### config.mk
export PLATFORM = sky130hd
export DESIGN_NAME = register_file
export DESIGN_NICKNAME = d
export VERILOG_FILES = /design/src/rtl/register_file_pkg.sv /design/src/rtl/register_file_reg_status_table.sv /design/src/rtl/register_file.sv
export SDC_FILE = /design/constraint.sdc
export NUM_CORES = 2
export LEC_CHECK = 0
export CAP_MARGIN = 20
export CORE_MARGIN = 5
export CORE_UTILIZATION = 42
export CTS_CLUSTER_SIZE = 28
export DETAILED_ROUTE_END_ITERATION = 10
export DONT_BUFFER_PORTS = 1
export PLACE_DENSITY_LB_ADDON = 0.12
export SLEW_MARGIN = 10
export SYNTH_ARGS = -nofsm -noshare
export SYNTH_HDL_FRONTEND = slang
export SYNTH_SLANG_ARGS = --single-unit
### constraint.sdc
create_clock -name clk -period 4 [get_ports clk]
set_input_delay 0.4 -clock clk [delete_from_list [all_inputs] [get_ports clk]]
set_output_delay 0.4 -clock clk [all_outputs]
set_load 0.05 [all_outputs]
### src/rtl/register_file_pkg.sv
// Shared definitions for the architectural register file and its rename
// (register-status) table.
//   - Widths, the NULL_TAG / ZERO_WORD constants and boolean aliases.
//   - operand_t: value/tag pair handed to the decoder for one source.
//   - resolve_operand(): operand selection with same-cycle commit bypass.
package register_file_pkg;

  localparam int REG_COUNT       = 32;
  localparam int REG_INDEX_WIDTH = 5;
  localparam int WORD_WIDTH      = 32;
  localparam int ROB_TAG_WIDTH   = 4;
  localparam int ROB_CAPACITY    = 15;

  typedef logic [WORD_WIDTH-1:0]      word_t;
  typedef logic [REG_INDEX_WIDTH-1:0] reg_idx_t;
  typedef logic [ROB_TAG_WIDTH-1:0]   rob_tag_t;

  localparam rob_tag_t NULL_TAG  = {ROB_TAG_WIDTH{1'b0}};
  localparam word_t    ZERO_WORD = {WORD_WIDTH{1'b0}};
  localparam reg_idx_t ZERO_REG  = {REG_INDEX_WIDTH{1'b0}};
  localparam logic     TRUE      = 1'b1;
  localparam logic     FALSE     = 1'b0;

  typedef struct packed {
    word_t    value;
    rob_tag_t tag;
  } operand_t;

  // A committing producer whose tag still owns the register hands its data
  // straight to the reader, so the decoder never waits an extra cycle.
  function automatic operand_t resolve_operand(
    input reg_idx_t idx,
    input rob_tag_t status_tag,
    input word_t    array_value,
    input logic     commit_valid,
    input rob_tag_t commit_tag,
    input word_t    commit_data,
    input reg_idx_t commit_target
  );
    operand_t op;
    op.value = ZERO_WORD;
    op.tag   = NULL_TAG;
    if (idx == ZERO_REG) begin
      op.value = ZERO_WORD;
      op.tag   = NULL_TAG;
    end else if (commit_valid && (commit_target == idx) && (status_tag == commit_tag)) begin
      op.value = commit_data;
      op.tag   = NULL_TAG;
    end else if (status_tag != NULL_TAG) begin
      op.value = ZERO_WORD;
      op.tag   = status_tag;
    end else begin
      op.value = array_value;
      op.tag   = NULL_TAG;
    end
    return op;
  endfunction

endpackage

### src/rtl/register_file_reg_status_table.sv
// Register-status (rename) table: one ROB tag per architectural register.
// Ports:
//   clk, rst                         clock, async active-low reset
//   rs1_idx/rs2_idx -> rs1_tag/rs2_tag   combinational tag lookups
//   rename_valid, rename_rd, rename_tag  dispatch rename request
//   commit_valid, commit_tag, commit_target  commit clears a matching tag
//   flush                            drop every outstanding rename
module register_file_reg_status_table
  import register_file_pkg::*;
(
  input  logic     clk,
  input  logic     rst,
  input  reg_idx_t rs1_idx,
  input  reg_idx_t rs2_idx,
  output rob_tag_t rs1_tag,
  output rob_tag_t rs2_tag,
  input  logic     rename_valid,
  input  reg_idx_t rename_rd,
  input  rob_tag_t rename_tag,
  input  logic     commit_valid,
  input  rob_tag_t commit_tag,
  input  reg_idx_t commit_target,
  input  logic     flush
);

  rob_tag_t status_r [REG_COUNT];

  // Tag state: flush beats rename, rename beats the commit clear, and a
  // commit only clears when its tag still owns the register (a younger
  // rename must survive an older commit). Entry 0 is pinned to NULL_TAG.
  always_ff @(posedge clk or negedge rst) begin
    if (!rst) begin
      for (int i = 0; i < REG_COUNT; i++) begin
        status_r[i] <= NULL_TAG;
      end
    end else begin
      status_r[0] <= NULL_TAG;
      for (int i = 1; i < REG_COUNT; i++) begin
        if (flush) begin
          status_r[i] <= NULL_TAG;
        end else if (rename_valid && (rename_rd == REG_INDEX_WIDTH'(i)) &&
                     (rename_tag != NULL_TAG)) begin
          status_r[i] <= rename_tag;
        end else if (commit_valid && (commit_target == REG_INDEX_WIDTH'(i)) &&
                     (status_r[i] == commit_tag)) begin
          status_r[i] <= NULL_TAG;
        end else begin
          status_r[i] <= status_r[i];
        end
      end
    end
  end

  // Combinational tag lookups for both decoder sources.
  always_comb begin
    rs1_tag = status_r[rs1_idx];
    rs2_tag = status_r[rs2_idx];
  end

endmodule

### src/rtl/register_file.sv
// Architectural register file with rename table and commit bypass.
// Ports:
//   clk, rst                       clock, async active-low reset
//   dec_rs1_in/dec_rs2_in          decoder source indices
//   dec_Vj_out/dec_Qj_out          rs1 value / producer tag (tag 0 = ready)
//   dec_Vk_out/dec_Qk_out          rs2 value / producer tag (tag 0 = ready)
//   dec_rename_signal_in, dec_rd_in, dis_tag_in   dispatch rename
//   rob_commit_signal_in, rob_commit_tag_in,
//   rob_commit_data_in, rob_commit_target_in      ROB commit write
//   rob_flush_in                   discard all renames
module register_file
  import register_file_pkg::*;
(
  input  logic                       clk,
  input  logic                       rst,
  input  logic [REG_INDEX_WIDTH-1:0] dec_rs1_in,
  input  logic [REG_INDEX_WIDTH-1:0] dec_rs2_in,
  output logic [WORD_WIDTH-1:0]      dec_Vj_out,
  output logic [WORD_WIDTH-1:0]      dec_Vk_out,
  output logic [ROB_TAG_WIDTH-1:0]   dec_Qj_out,
  output logic [ROB_TAG_WIDTH-1:0]   dec_Qk_out,
  input  logic                       dec_rename_signal_in,
  input  logic [REG_INDEX_WIDTH-1:0] dec_rd_in,
  input  logic [ROB_TAG_WIDTH-1:0]   dis_tag_in,
  input  logic                       rob_commit_signal_in,
  input  logic [ROB_TAG_WIDTH-1:0]   rob_commit_tag_in,
  input  logic [WORD_WIDTH-1:0]      rob_commit_data_in,
  input  logic [REG_INDEX_WIDTH-1:0] rob_commit_target_in,
  input  logic                       rob_flush_in
);

  word_t    value_r [REG_COUNT];
  rob_tag_t rs1_tag_s;
  rob_tag_t rs2_tag_s;
  operand_t op_j_s;
  operand_t op_k_s;

  register_file_reg_status_table u_status (
    .clk           (clk),
    .rst           (rst),
    .rs1_idx       (dec_rs1_in),
    .rs2_idx       (dec_rs2_in),
    .rs1_tag       (rs1_tag_s),
    .rs2_tag       (rs2_tag_s),
    .rename_valid  (dec_rename_signal_in),
    .rename_rd     (dec_rd_in),
    .rename_tag    (dis_tag_in),
    .commit_valid  (rob_commit_signal_in),
    .commit_tag    (rob_commit_tag_in),
    .commit_target (rob_commit_target_in),
    .flush         (rob_flush_in)
  );

  // Committed values are architectural: written regardless of rename/flush.
  always_ff @(posedge clk or negedge rst) begin
    if (!rst) begin
      for (int i = 0; i < REG_COUNT; i++) begin
        value_r[i] <= ZERO_WORD;
      end
    end else begin
      value_r[0] <= ZERO_WORD;
      for (int i = 1; i < REG_COUNT; i++) begin
        if (rob_commit_signal_in && (rob_commit_target_in == REG_INDEX_WIDTH'(i))) begin
          value_r[i] <= rob_commit_data_in;
        end else begin
          value_r[i] <= value_r[i];
        end
      end
    end
  end

  // Operand selection for both sources, including commit bypass.
  always_comb begin
    op_j_s = resolve_operand(dec_rs1_in, rs1_tag_s, value_r[dec_rs1_in],
                             rob_commit_signal_in, rob_commit_tag_in,
                             rob_commit_data_in, rob_commit_target_in);
    op_k_s = resolve_operand(dec_rs2_in, rs2_tag_s, value_r[dec_rs2_in],
                             rob_commit_signal_in, rob_commit_tag_in,
                             rob_commit_data_in, rob_commit_target_in);
    dec_Vj_out = op_j_s.value;
    dec_Qj_out = op_j_s.tag;
    dec_Vk_out = op_k_s.value;
    dec_Qk_out = op_k_s.tag;
  end

endmodule
After elaboration in Yosys (flattened, before gate mapping) --
Index checks and enable logic that the tools add are counted.
Word-level totals: bits in registers 1116, word-level logic and storage cells 438, memory bits (read-only) 0, output and inout port bits 72, memories 0, RAM bits 0, latch bits 0
Cells by class: eq/ne operators 97, order comparisons 2, $add $sub $neg 0, multiplexer cells 111, divide/modulo/power cells 0, bitwise gates (word level) 2, reduce and logical (&&, ||, !) cells 164, shift-type cells 0, multipliers 0
Operators with widths (count):
- $mux W4 | 97
- $bmux W32 S5 | 2
- $mux W36 | 6
- $eq A5 B5 Y1 const B | 32
- $eq A4 B4 Y1 | 33
- $logic_and A1 B1 Y1 | 128
- $mux W32 | 4
- $reduce_bool A3 Y1 | 31
- $eq A5 B4 Y1 const B | 16
- $bmux W4 S5 | 2
- $eq A5 B3 Y1 const B | 8
- $eq A5 B2 Y1 const B | 4
- $ge A6 B6 Y1 const B | 2
- $not A5 Y6 | 2
- $reduce_bool A4 Y1 | 3
- $eq A5 B1 Y1 const B | 2
- $eq A5 B5 Y1 | 2
- $logic_not A5 Y1 | 2

Logic depth before layout (Yosys ltp) --
depth after elaboration 8, gate-level depth with buffers 12, mapped depth without buffers 7

Modules after synthesis --
A second synthesis with hierarchy kept.
Unflattened totals: cell total of the unflattened synthesis 4936, area total of the unflattened synthesis 64090.2 um^2
Modules (own cells, without submodules):
- register_file | sequential area each 24823.8 um^2, area an instance 54424.7 um^2, cells each 3936, instances 1
- register_file_reg_status_table | sequential area each 3103.0 um^2, area an instance 9665.5 um^2, cells each 1000, instances 1

Worst setup path after synthesis --
OpenSTA, ideal clock, no wires.
path kind input to output, start point input port dec_rs1_in[0], end point output port dec_Qj_out[0], cell stages on the path 9, data required time 3600 ps, path slack 113 ps, path buffers 2, arrival 3487 ps, path through buf_6 mux4_2 a2bb2oi_1 a22o_1 nor3_2 mux2_2 nand4_4 buf_4 nor3b_1
On the way: word-level cells in the longest chain between the ends 8
RTL lines:
- from (decl) | line register_file.sv:16 | input logic [REG_INDEX_WIDTH-1:0] dec_rs1_in,
- $not A5 Y6 (not written as such) | line register_file_reg_status_table.sv:56 | rs1_tag = status_r[rs1_idx];
- $bmux W4 S5 | line register_file_reg_status_table.sv:56
- $mux W4 (not written as such) (2 in series) | line register_file_reg_status_table.sv:56
- $reduce_bool A4 Y1 or $eq A4 B4 Y1 (tied branches) | line register_file_pkg.sv:49, register_file_pkg.sv:46
- $mux W36 or $logic_and A1 B1 Y1 (tied branches) | line register_file_pkg.sv:49, register_file_pkg.sv:46
- $mux W36 | line register_file_pkg.sv:46 | end else if (commit_valid && (commit_target == idx) && (status_tag == commit_tag)) begin
- $mux W36 * | line register_file_pkg.sv:43 | if (idx == ZERO_REG) begin
- to (decl) | line register_file.sv:20 | output logic [ROB_TAG_WIDTH-1:0] dec_Qj_out,
Every way passes the cells marked *; elsewhere a longest branch is shown, timed or not. The select of a mux whose other input is x is not followed.

Worst setup path in the final report --
start point register u_status.status_r[77] (netlist name), end point output port dec_Vk_out[24]
On the way: word-level cells in the longest chain between the ends 7
RTL lines:
- from (decl) | line register_file_reg_status_table.sv:26 | rob_tag_t status_r [REG_COUNT];
- from (signal, indexed assignment) | line register_file_reg_status_table.sv:43 | status_r[i] <= rename_tag;
- from (signal, indexed assignment) | line register_file_reg_status_table.sv:48 | status_r[i] <= status_r[i];
- $bmux W4 S5 * | line register_file_reg_status_table.sv:57 | rs2_tag = status_r[rs2_idx];
- $mux W4 (not written as such) * (2 in series) | line register_file_reg_status_table.sv:57
- $reduce_bool A4 Y1 or $eq A4 B4 Y1 (tied branches) | line register_file_pkg.sv:49, register_file_pkg.sv:46
- $mux W36 or $logic_and A1 B1 Y1 (tied branches) | line register_file_pkg.sv:49, register_file_pkg.sv:46
- $mux W36 * | line register_file_pkg.sv:46
- $mux W36 * | line register_file_pkg.sv:43
- to (decl) | line register_file.sv:19 | output logic [WORD_WIDTH-1:0] dec_Vk_out,
Marked as above.

==> impl_metrics.tcl <==
set metrics [dict create \
    outcome "finished, violations left" \
    violations "slew limit, setup timing" \
    min_period_ns 4.132 \
    fp.dieH_um 396.9 \
    grt_pass1_wl_mm 311.3 \
    via_count 40390 \
    synth-seq-cells 1116 \
    grt_pass1_vias 41440 \
    wl_mm 217.6 \
    power_frac_seq_pct 42.7 \
    yosys.area.top_type "dfrtp_1" \
    power_mw 34.33 \
    gp_congestion 0.8317 \
    hold_path_class "input port to flop" \
    antenna_found_initial 4 \
    synth-adder-area-share_pct 0 \
    start_kind "flop" \
    layout_setup_ws_ns -0.1320 \
    synth_edf_count 0 \
    netlist.area_leader.share_pct 44.42 \
    area_delta_synth_final_pct 14.47 \
    slew_headroom_pct -3.811 \
    grt-ovfl-total 0 \
    fp.coreArea_um2 149200 \
    start_util_pct 42.12 \
    cts_made_buffers 134 \
    cp_max_fo 8 \
    nNetsFinal 4265 \
    drive_above_1_share_pct 51.91 \
    cts.sinks 1116 \
    worst_setup_path_end_kind "output port" \
    max_stage_delay_ns 0.52 \
    clkPwrFrac_pct 37.2 \
    rr_worst_depth 6 \
    switching_share_pct 26.39 \
    firstDrtPassIters 5 \
    synth_top_family_by_area "multiplexers" \
    synth_nets 4330 \
    syn_inst 4265 \
    drt_iter0_drc 3802 \
    fin_crit_sh_pct 103.3 \
    drtAntennaViolNets 0 \
    pin_count 137 \
    synthSimpleGateAreaFrac_pct 3.276 \
    syn_area_um2 62860 \
    dp.final_hpwl_mm 112.8 \
    power.internal_mw 25.27 \
    htreeDepth 4 \
    final_common_cell "dfrtp_1" \
    worstSetupPathType "flop to output port" \
    port_buffers 0 \
    share_comb_of_total_power_pct 20.1 \
    drv_slew 52 \
    dieWidth_um 396.9 \
    grt_setup_unrepaired "yes" \
    drc 0 \
    cts-root-buf "clkbuf_16" \
    arrival_ns 3.73 \
    path_cells "mux4_2, mux2i_1, a2bb2oi_1, a21bo_2, xor2_1, nand4_4, buf_12, buf_16, o2bb2ai_4, buf_8" \
    synth-compound-area-share_pct 3.812 \
    drt-vias-per-instance 6.466 \
    cp_slowest_cell "mux4_2" \
    synth_ff_type "dfrtp_1" \
    synthXorXnorAreaFrac_pct 1.964 \
    clock_latency_ns 0.77 \
    whs_path_depth 2 \
    synthMuxAreaShare_pct 43.34 \
    post_synth_num_cell_types 58 \
    async_reset_ff_share_pct 100.0 \
    p_switching_mw 9.059 \
    power.leakage_nw 30.51 \
    hold_ws_ns 0.07166 \
    synth_area_leaders "dfrtp_1 44%, mux4_2 22%, mux2_2 19%" \
    fp-row-count 142 \
    fin_skew_ns 0.01373 \
    dp_cells 5903 \
    avgSynthCellArea_um2 14.74 \
    clkTransAtPathRegs_ns 0.07 \
    die-area_um2 157500 \
    yosys_warnings 0 \
    clockBufferDepth 3 \
    crit_required_ns 3.60 \
    worst_pin_slew_ns 1.557 \
    stdcell_count 6247 \
    max_freq_mhz 242.0 \
    cap_violations 0 \
    ys_seq_area_share_pct 44.42 \
    setup_viol 41 \
    hold_viol 0 \
    wire_per_inst_um 34.83 \
    ir_drop_mv 0.4658 \
    cts_tree "done" \
    mostFrequentLayoutCells "1111 x dfrtp_1, 1039 x mux2_2, 615 x mux4_2, 144 x clkbuf_16, 126 x a22o_1" \
    grt_usage_pct 27.36 \
    powerDensity_nw_per_um2 477.0 \
    grt_max_degree 309 \
]
[kinds of logic (layout without fill, tap and decap cells)]
logic type             after synthesis  in the layout
AND/OR/NAND/NOR                    407            407
XOR/XNOR                           141            141
other                                0              3
buffers and inverters              487            522
flip-flops                        1116           1116
AO/OA/AOI/OAI                      305            305
multiplexers                      1809           1809
[metrics by stage]
stage / util (%) / setup slack (ns) / area (µm²) / setup TNS, ns
3_5_place_dp: 43.64 / 0.2503 / 65120 / 0
5_1_grt: 48.21 / -0.2236 / 71950 / -6.399
2_1_floorplan: - / 0.1133 / 62860 / 0
4_1_cts: 47.77 / -0.1414 / 71300 / -4.952
3_3_place_gp: 43.64 / 0.2340 / 65120 / 0
6_report: 48.22 / -0.1320 / 71960 / -2.546
[worst paths after layout]
check,from,end,slack (ns)
max,u_status.status_r[77],dec_Vk_out[24],-0.13
min,rob_flush_in,u_status.status_r[82],0.07
max reg2reg,u_status.status_r[4],u_status.status_r[7],2.21
min reg2reg,value_r[695],value_r[695],0.52
max in group asynchronous,rst,value_r[337],1.18
min in group asynchronous,rst,u_status.status_r[92],0.33
[cell usage after synthesis, drive strengths merged (18+ instances only)]
library cell and n:
a22o 126, o22ai 35, xor2 70, o2bb2ai 32
clkbuf 300, dfrtp 1116, mux4 615, nor2b 63
a221oi 20, inv 38, nor2 118, nand2b 18
buf 149, nand4 27, nand2 94, o21ai 38
xnor2 71, nor4 26, mux2i 118, mux2 1076
[critical path: cells and delay by family, from the launching register on]
family	cells	cell delay, ns
xor+xnor	1	0.31
buf+inv	3	0.55
mux	2	0.71
flops	1	0.47
simple gates	1	0.19
compound gates	3	0.67
[power by group through the flow]
| stage | logic (mW) | clock network [mW] | registers [mW] |
|---|---|---|---|
| 2_1_floorplan | 5.52 | 0 | 14.3 |
| 4_1_cts | 6.81 | 13.0 | 14.6 |
| 3_3_place_gp | 6.32 | 0 | 14.7 |
| 3_5_place_dp | 6.40 | 0 | 14.8 |
| 6_report | 6.89 | 12.8 | 14.7 |
| 5_1_grt | 7.32 | 13.4 | 14.9 |
[area by class of cell]
| type | count | area [µm²] |
|---|---|---|
| Fill cell | 12910 | 77280 |
| Timing Repair Buffer | 248 | 2999 |
| Tap cell | 1944 | 2432 |
| Clock inverter | 33 | 476.7 |
| Clock buffer | 203 | 4081 |
| Inverter | 38 | 147.6 |
| Multi-Input combinational cell | 2662 | 33880 |
| Sequential cell | 1116 | 27930 |
| Antenna cell | 3 | 7.507 |
[flip-flops by register name, indices dropped and copies added (netlist names)]
signal,cells
value_r,992
u_status.status_r,124
[what timing repair did]
item | 4_1_cts | 5_1_grt
buffers inserted | 29 | 13
hold buffers | 45 | 0
resized for setup | 144 | 70
hold endpoints to repair | 1620 | 0
pin swaps | 10 | 24
cloned | 8 | 3
endpoints found under the setup margin | 71 | 72
[per-layer routing]
layer	wire, µm	up-vias	global-route usage [%]
met1	96890	22470	39.62
met4	5664	0	7.555
li1	-	16360	-
met2	102000	1275	42.86
met3	13050	281	4.721
met5	0	-	0
Power figures use the tool's default switching activity.
